===== src/rtl/cond_logic_pipe.sv =====
// ARM-style conditional execution logic for the E stage,
// with architectural flags, E->M control register and squash counter.
module cond_logic_pipe (
    input  logic        clk,
    input  logic        reset,
    input  logic        ValidE,
    input  logic        StallE,
    input  logic        FlushE,
    input  logic [3:0]  CondE,
    input  logic [1:0]  FlagWE,
    input  logic [3:0]  ALUFlags,
    input  logic        PCSE,
    input  logic        RegWE,
    input  logic        MemWE,
    input  logic        NoWriteE,
    input  logic        CntClr,
    output logic        CondExE,
    output logic        PCSrcE,
    output logic        ValidM,
    output logic        PCSrcM,
    output logic        RegWriteM,
    output logic        MemWriteM,
    output logic [3:0]  Flags,
    output logic [15:0] SquashCnt
);

    logic        cond_ex;
    logic        adv;
    logic        n_f, z_f, c_f, v_f, ge;

    logic [3:0]  flags_q, flags_d;
    logic [15:0] sq_q, sq_d;
    logic        valid_m_q, valid_m_d;
    logic        pcsrc_m_q, pcsrc_m_d;
    logic        regw_m_q, regw_m_d;
    logic        memw_m_q, memw_m_d;

    assign {n_f, z_f, c_f, v_f} = flags_q;
    assign ge = (n_f == v_f);

    // Evaluate the cond field against the flags as they stand before this
    // instruction's own write; 1111 is treated as never-execute.
    always_comb begin
        cond_ex = 1'b0;
        case (CondE)
            4'b0000: cond_ex = z_f;
            4'b0001: cond_ex = ~z_f;
            4'b0010: cond_ex = c_f;
            4'b0011: cond_ex = ~c_f;
            4'b0100: cond_ex = n_f;
            4'b0101: cond_ex = ~n_f;
            4'b0110: cond_ex = v_f;
            4'b0111: cond_ex = ~v_f;
            4'b1000: cond_ex = c_f & ~z_f;
            4'b1001: cond_ex = ~(c_f & ~z_f);
            4'b1010: cond_ex = ge;
            4'b1011: cond_ex = ~ge;
            4'b1100: cond_ex = ~z_f & ge;
            4'b1101: cond_ex = ~(~z_f & ge);
            4'b1110: cond_ex = 1'b1;
            default: cond_ex = 1'b0;
        endcase
    end

    // A held or killed instruction never advances; flush beats stall.
    assign adv     = ValidE & ~StallE & ~FlushE;
    assign CondExE = cond_ex & ValidE & ~FlushE;
    assign PCSrcE  = PCSE & CondExE;

    // Next-state: flags, M-stage controls and saturating squash counter.
    always_comb begin
        flags_d = flags_q;
        if (adv & cond_ex & FlagWE[1])
            flags_d[3:2] = ALUFlags[3:2];
        if (adv & cond_ex & FlagWE[0])
            flags_d[1:0] = ALUFlags[1:0];

        valid_m_d = adv;
        pcsrc_m_d = adv & PCSE & cond_ex;
        regw_m_d  = adv & RegWE & cond_ex & ~NoWriteE;
        memw_m_d  = adv & MemWE & cond_ex;

        sq_d = sq_q;
        if (CntClr)
            sq_d = 16'h0000;
        else if (adv & ~cond_ex & (sq_q != 16'hFFFF))
            sq_d = sq_q + 16'h0001;
    end

    // State registers, cleared asynchronously while reset is low.
    always_ff @(posedge clk or negedge reset) begin
        if (!reset) begin
            flags_q   <= 4'b0000;
            sq_q      <= 16'h0000;
            valid_m_q <= 1'b0;
            pcsrc_m_q <= 1'b0;
            regw_m_q  <= 1'b0;
            memw_m_q  <= 1'b0;
        end else begin
            flags_q   <= flags_d;
            sq_q      <= sq_d;
            valid_m_q <= valid_m_d;
            pcsrc_m_q <= pcsrc_m_d;
            regw_m_q  <= regw_m_d;
            memw_m_q  <= memw_m_d;
        end
    end

    assign Flags     = flags_q;
    assign SquashCnt = sq_q;
    assign ValidM    = valid_m_q;
    assign PCSrcM    = pcsrc_m_q;
    assign RegWriteM = regw_m_q;
    assign MemWriteM = memw_m_q;

endmodule


===== config.mk =====
export PLATFORM = sky130hd
export DESIGN_NAME = cond_logic_pipe
export DESIGN_NICKNAME = d
export VERILOG_FILES = /design/src/rtl/cond_logic_pipe.sv
export SDC_FILE = /design/constraint.sdc
export NUM_CORES = 1
export LEC_CHECK = 0
export CAP_MARGIN = 25
export CORE_AREA = 5 5 61 63
export CTS_BUF_LIST = sky130_fd_sc_hd__clkbuf_8
export DETAILED_ROUTE_END_ITERATION = 12
export DIE_AREA = 0 0 66 68
export HOLD_SLACK_MARGIN = 0.1
export PLACE_DENSITY = 0.85
export SKIP_CTS_REPAIR_TIMING = 1
export SYNTH_ARGS = -nofsm -noshare
export SYNTH_HDL_FRONTEND = slang
export SYNTH_SLANG_ARGS = --single-unit

===== constraint.sdc =====
create_clock -name clk -period 3.8 [get_ports clk]
set_clock_uncertainty 0.2 [all_clocks]
set_input_delay 0.95 -clock clk [delete_from_list [all_inputs] [get_ports clk]]
set_output_delay 0.95 -clock clk [all_outputs]
set_load 0.05 [all_outputs]

==> flow_metrics.env, run 1 <==
export IMPL_run_status="completed"
export IMPL_flip_flop_and_latch_count_after_synthesis=24
export IMPL_tritoncts_num_buffers=3
export IMPL_routabilityCongestion=0.839
export IMPL_synth_enable_flop_cells=0
export IMPL_worst_setup_hold_path_clk_slew_ns=0.08
export IMPL_number_of_antenna_violations_at_the_first_check_in_global_routing=0
export IMPL_critPathRequiredTime_ns=2.65
export IMPL_fillerInstances=269
export IMPL_hold_depth=2
export IMPL_tritoncts="yes"
export IMPL_vias_per_cell=5.56
export IMPL_finalMaxSlewViolations=0
export IMPL_r2r_setup_slack_ns=1.20
export IMPL_synth_top_cell_area_share_pct=41.5
export IMPL_type_of_origin_of_the_critical_path="input port"
export IMPL_first_global_vias=1438
export IMPL_ant_nets=0
export IMPL_period_minus_slack_ns=3.73
export IMPL_clock_sinks=24
export IMPL_grt_usage_pct=18.9
export IMPL_timing_hold_violations_final=0
export IMPL_setup_tns_ns=0
export IMPL_cap_viol_max_count=0
export IMPL_worst_setup_path_end_kind="output port"
export IMPL_area_delta_synth_final_pct=46.2
export IMPL_post_synth_top_area_cell="sky130_fd_sc_hd__dfrtp_1"
export IMPL_ys_types=45
export IMPL_yosys_top_cells_count="sky130_fd_sc_hd__dfrtp_1 (24), sky130_fd_sc_hd__a21oi_1 (13), sky130_fd_sc_hd__nor2_1 (11), sky130_fd_sc_hd__or3_1 (11)"
export IMPL_initialDrtViolationCount=83
export IMPL_yosys_top_cells_area="sky130_fd_sc_hd__dfrtp_1 (41%), sky130_fd_sc_hd__or3_1 (4.8%), sky130_fd_sc_hd__a21oi_1 (4.5%), sky130_fd_sc_hd__nand3_1 (3.1%), sky130_fd_sc_hd__o21ai_1 (3.1%)"
export IMPL_floorplan_initialDensity_pct=45.5
export IMPL_synth_warnings=0
export IMPL_fp_dieW_um=66
export IMPL_ir_drop_mv=0.166
export IMPL_grt_max_degree=25
export IMPL_fin_cells=252
export IMPL_chipHeight_um=68
export IMPL_detail_route_drc_violations=0
export IMPL_postSynthNetCount=172
export IMPL_rows=21
export IMPL_final_period_utilization_pct=98.1
export IMPL_synthesis_area_mm2=0.00145
export IMPL_max_freq_ghz=0.268
export IMPL_syn_instance_count=151
export IMPL_timing_worst_slew_pin_value_ns=0.634
export IMPL_path_class="input port to output port"
export IMPL_cts_htree_levels=1
export IMPL_slew_headroom_pct=57.6
export IMPL_postSynthAreaPerCell_um2=9.59
export IMPL_pre_antenna_drt_iters=4
export IMPL_combined_area_of_the_multi_input_logic_cells_um2=813
export IMPL_clockBufferDepth=2
export IMPL_route_vias_total=1400
export IMPL_post_synth_top_count_cell="sky130_fd_sc_hd__dfrtp_1"
export IMPL_grt_ovfl_total=0
export IMPL_final_layout_size_suffix_gt1_share_pct=16.0
export IMPL_register_area_um2=601
export IMPL_arrival_time_reported_for_the_critical_path_endpoint_ns=2.58
export IMPL_power_per_cell_area_mw_per_mm2=389
export IMPL_insertedDiodeCount=0
export IMPL_dp_cells=248
export IMPL_clk_latency_ns=0.27
export IMPL_drt_total_wl_mm=4.01
export IMPL_portBuffers=45
export IMPL_ys_dominant_reg_cell="sky130_fd_sc_hd__dfrtp_1"
export IMPL_async_flop_share_pct=100
export IMPL_clk_root_buffer_cell="sky130_fd_sc_hd__clkbuf_8"
export IMPL_fin_util_pct=66.5
export IMPL_holdCritPathClass="flip-flop to flip-flop"
export IMPL_global_route_wire_length_before_repair_mm=6.63
export IMPL_timing_final_setup_violations=0
export IMPL_fp_coreArea_mm2=0.00318
export IMPL_nNetsFinal=228
export IMPL_reg2reg_depth=7
export IMPL_synth_yosys_seq_area_share_pct=41.5
export IMPL_power_static_leakage_nw=0.853
export IMPL_die_area_mm2=0.00449
export IMPL_worstPathMaxFanout=5
export IMPL_pin_count=46
export IMPL_drt_wirelength_per_cell_um=15.9
export IMPL_detailed_place_hpwl_mm=3.03
[final timing paths]
check	start	to
hold / removal	SquashCnt[13]$_DFFE_PN0P_	SquashCnt[13]$_DFFE_PN0P_
setup reg to reg	Flags[2]$_DFFE_PN0P_	SquashCnt[14]$_DFFE_PN0P_
min in group asynchronous	reset	SquashCnt[10]$_DFFE_PN0P_
hold reg to reg	SquashCnt[13]$_DFFE_PN0P_	SquashCnt[13]$_DFFE_PN0P_
setup / recovery	CondE[3]	PCSrcE
max in group asynchronous	reset	Flags[1]$_DFFE_PN0P_
[sequential cells by signal, indices dropped and copies added (netlist names)]
name	flops
MemWriteM	1
RegWriteM	1
PCSrcM	1
ValidM	1
SquashCnt	16
Flags	4
[cells in the final DEF (no fill, tap or decap), drive strengths merged, types with 3 or more instances in the layout]
master | synthesis | layout
nand2 | 6 | 6
inv | 4 | 4
mux2 | 6 | 6
nand2b | 5 | 5
or4 | 3 | 3
clkbuf | 2 | 5
nand4 | 4 | 4
a311oi | 3 | 3
and3 | 3 | 3
dlymetal6s2s | 0 | 4
nor3 | 3 | 3
nand3 | 9 | 9
dfrtp | 24 | 24
a21oi | 13 | 13
buf | 5 | 14
clkdlybuf4s50 | 0 | 39
o21ai | 11 | 11
or3 | 11 | 11
nor2 | 11 | 11
nor2b | 3 | 3
[through the flow]
| step | power (mW) | hold WS (ns) | cell area, um^2 | setup WS (ns) |
|---|---|---|---|---|
| floorplan | 0.521 | 0.454 | 1460 | -0.134 |
| global placement | 0.636 | 0.357 | 2020 | -0.104 |
| detailed placement | 0.649 | 0.377 | 2020 | -0.192 |
| CTS | 0.822 | 0.394 | 2080 | -0.203 |
| global route | 0.859 | 0.424 | 2120 | -0.00808 |
| finish | 0.823 | 0.385 | 2120 | 0.0709 |
[where the power goes]
part           total, mW  internal (mW)  leakage, nW  switching, mW
combinational      0.336          0.144        0.496          0.192
sequential         0.314          0.278        0.328         0.0365
clock              0.173         0.0925       0.0288         0.0801
[cell families after synthesis]
logic type,after synthesis,share of synthesized area [%]
adder cells (fa/ha/maj),1,0.864
XOR/XNOR,3,1.82
flip-flops,24,41.5
buffers and inverters,11,4.23
AO/OA/AOI/OAI,37,17.0
AND/OR/NAND/NOR,67,27.7
multiplexers,8,6.91
[cell type report]
| cell class | count | area share, % |
|---|---|---|
| multi-input combinational | 116 | 38.4 |
| sequential | 24 | 28.4 |
| timing repair buffer | 58 | 27.1 |
| tap | 46 | 2.72 |
| clock buffer | 4 | 2.60 |
| inverter | 4 | 0.710 |
[metal layers]
layer,part of all wire (%),wire length [um],track usage [%]
met1,39,1550,21.8
met2,54,2160,35.0
met5,0,0,0
met4,0.97,39,5.58
met3,6.6,265,4.27
[critical path, stage by stage]
cell and delay (ns):
sky130_fd_sc_hd__dlymetal6s2s_1 0.19, sky130_fd_sc_hd__buf_4 0.18, sky130_fd_sc_hd__nand2b_1 0.14, sky130_fd_sc_hd__a311oi_1 0.53, sky130_fd_sc_hd__a21oi_2 0.12, sky130_fd_sc_hd__nor2_1 0.20, sky130_fd_sc_hd__nor3_2 0.09, sky130_fd_sc_hd__clkbuf_16 0.18
No activity file was read; power rests on OpenSTA's default activity.
==> run 2: changes to the inputs <==
--- a/config.mk
+++ b/config.mk
@@ -6,13 +6,17 @@
 export NUM_CORES = 1
 export LEC_CHECK = 0
 export CAP_MARGIN = 25
-export CORE_AREA = 5 5 61 63
+export CELL_PAD_IN_SITES_DETAIL_PLACEMENT = 0
+export CELL_PAD_IN_SITES_GLOBAL_PLACEMENT = 1
+export CORE_AREA = 5 5 71 73
 export CTS_BUF_LIST = sky130_fd_sc_hd__clkbuf_8
+export CTS_CLUSTER_SIZE = 12
 export DETAILED_ROUTE_END_ITERATION = 12
-export DIE_AREA = 0 0 66 68
+export DIE_AREA = 0 0 76 78
 export HOLD_SLACK_MARGIN = 0.1
-export PLACE_DENSITY = 0.85
+export PLACE_DENSITY = 0.82
 export SKIP_CTS_REPAIR_TIMING = 1
+export SKIP_LAST_GASP = 1
 export SYNTH_ARGS = -nofsm -noshare
 export SYNTH_HDL_FRONTEND = slang
 export SYNTH_SLANG_ARGS = --single-unit
==> run 2 against run 1 <==
Setup slack improved by 0.075 ns; global-route usage decreased by 5.9 points; die area up 32%; largest cell class unchanged; largest power group unchanged.
==> flow_metrics.env, run 2 (synthesized netlist as in run 1, its figures left out) <==
export IMPL_detailed_place_hpwl_mm=2.80
export IMPL_portBuffers=45
export IMPL_cap_viol_max_count=0
export IMPL_setup_tns_ns=0
export IMPL_area_delta_synth_final_pct=49.2
export IMPL_clk_latency_ns=0.27
export IMPL_grt_usage_pct=13.0
export IMPL_final_layout_size_suffix_gt1_share_pct=17.3
export IMPL_final_period_utilization_pct=96.2
export IMPL_global_route_wire_length_before_repair_mm=6.58
export IMPL_clock_sinks=24
export IMPL_cts_htree_levels=1
export IMPL_period_minus_slack_ns=3.65
export IMPL_pin_count=46
export IMPL_worst_setup_path_end_kind="output port"
export IMPL_number_of_antenna_violations_at_the_first_check_in_global_routing=0
export IMPL_clk_root_buffer_cell="sky130_fd_sc_hd__clkbuf_8"
export IMPL_timing_worst_slew_pin_value_ns=0.656
export IMPL_ir_drop_mv=0.195
export IMPL_drt_total_wl_mm=3.71
export IMPL_arrival_time_reported_for_the_critical_path_endpoint_ns=2.50
export IMPL_routabilityCongestion=0.846
export IMPL_grt_ovfl_total=0
export IMPL_layout_commonest_cell="sky130_fd_sc_hd__clkdlybuf4s50_1"
export IMPL_fp_dieW_um=76
export IMPL_final_hold_worst_slack_ns=0.384
export IMPL_drt_wirelength_per_cell_um=14.3
export IMPL_rows=24
export IMPL_hold_start="SquashCnt[14]$_DFFE_PN0P_"
export IMPL_power_per_cell_area_mw_per_mm2=412
export IMPL_type_of_origin_of_the_critical_path="input port"
export IMPL_timing_final_setup_violations=0
export IMPL_holdCritPathClass="flip-flop to flip-flop"
export IMPL_initialDrtViolationCount=65
export IMPL_critPathRequiredTime_ns=2.65
export IMPL_route_vias_total=1409
export IMPL_fp_coreArea_mm2=0.00429
export IMPL_ant_nets=0
export IMPL_placedInstanceArea_mm2=0.00203
export IMPL_nNetsFinal=230
export IMPL_tritoncts="yes"
export IMPL_power_static_leakage_nw=0.868
export IMPL_run_status="completed"
export IMPL_clockBufferDepth=2
export IMPL_die_area_mm2=0.00593
export IMPL_pre_antenna_drt_iters=4
export IMPL_grt_max_degree=25
export IMPL_path_class="input port to output port"
export IMPL_finalMaxSlewViolations=0
export IMPL_worst_setup_hold_path_clk_slew_ns=0.09
export IMPL_layout_cells_most_common_list="sky130_fd_sc_hd__clkdlybuf4s50_1 (39), sky130_fd_sc_hd__dfrtp_1 (24), sky130_fd_sc_hd__buf_4 (16), sky130_fd_sc_hd__a21oi_1 (12), sky130_fd_sc_hd__or3_1 (11)"
export IMPL_fillerInstances=395
export IMPL_reg2reg_depth=10
export IMPL_insertedDiodeCount=0
export IMPL_timing_hold_violations_final=0
export IMPL_final_cell_area_mm2=0.00216
export IMPL_hold_depth=2
export IMPL_tritoncts_num_buffers=3
export IMPL_vias_per_cell=5.42
export IMPL_worstPathMaxFanout=5
export IMPL_floorplan_initialDensity_pct=33.7
export IMPL_largest_register_ffs=16
export IMPL_rsz0062_at_grt="no"
export IMPL_reg2reg_from="Flags[3]$_DFFE_PN0P_"
export IMPL_timing_critical_path_from="CondE[1]"
export IMPL_slew_headroom_pct=56.1
export IMPL_first_global_vias=1502
export IMPL_max_freq_ghz=0.274
export IMPL_chipHeight_um=78
export IMPL_detail_route_drc_violations=0
-- run 2: path summary, 6_finish.rpt --
check                                       endpoint  slack, ns
max in group asynchronous       Flags[1]$_DFFE_PN0P_       2.33
hold / removal             SquashCnt[14]$_DFFE_PN0P_       0.38
min in group asynchronous   SquashCnt[2]$_DFFE_PN0P_       0.82
setup reg to reg            SquashCnt[6]$_DFFE_PN0P_       1.13
setup / recovery                              PCSrcE       0.15
hold reg to reg            SquashCnt[14]$_DFFE_PN0P_       0.38
-- run 2: routing by layer --
metal	routed length, um	track usage (%)	share of wire (%)
met3	280	3.70	7.6
met5	0	0	0
met1	1620	15.9	44
met2	1750	21.7	47
met4	57	4.63	1.5
-- run 2: critical path, cell delays in order --
cell and delay [ns]:
sky130_fd_sc_hd__dlymetal6s2s_1 0.19, sky130_fd_sc_hd__or4b_1 0.54, sky130_fd_sc_hd__o31a_1 0.15, sky130_fd_sc_hd__a21oi_2 0.20, sky130_fd_sc_hd__nor2_4 0.07, sky130_fd_sc_hd__nor3_4 0.20, sky130_fd_sc_hd__clkbuf_16 0.19
-- run 2: final cells by class --
cell class,instances,area (um^2),area share (%)
Timing Repair Buffer,60,586,27.1
Inverter,4,15.0,0.695
Multi-Input combinational cell,116,822,38.1
Clock inverter,1,30.0,1.39
Tap cell,52,65.1,3.01
Clock buffer,3,41.3,1.91
Sequential cell,24,601,27.8
-- run 2: power breakdown --
group / leakage, nW / switching, mW / internal, mW
clock network: 0.0357 / 0.0844 / 0.141
registers: 0.328 / 0.0375 / 0.278
logic: 0.505 / 0.195 / 0.155
-- run 2: per-stage QoR --
stage	cells	utilization [%]	total power [mW]	setup slack [ns]
after global placement	254	47.3	0.640	-0.130
after global routing	260	50.3	0.930	0.0542
after CTS	258	48.9	0.872	-0.236
after detailed placement	254	47.3	0.648	-0.217
after floorplan	151	-	0.521	-0.134
final	260	50.3	0.890	0.145
==> run 3: changes to the inputs <==
--- a/config.mk
+++ b/config.mk
@@ -5,7 +5,7 @@
 export SDC_FILE = /design/constraint.sdc
 export NUM_CORES = 1
 export LEC_CHECK = 0
-export CAP_MARGIN = 25
+export CAP_MARGIN = 15
 export CELL_PAD_IN_SITES_DETAIL_PLACEMENT = 0
 export CELL_PAD_IN_SITES_GLOBAL_PLACEMENT = 1
 export CORE_AREA = 5 5 71 73
==> results of run 3 <==
Same layout as run 2: the final DEF is identical, and so are final timing and power.
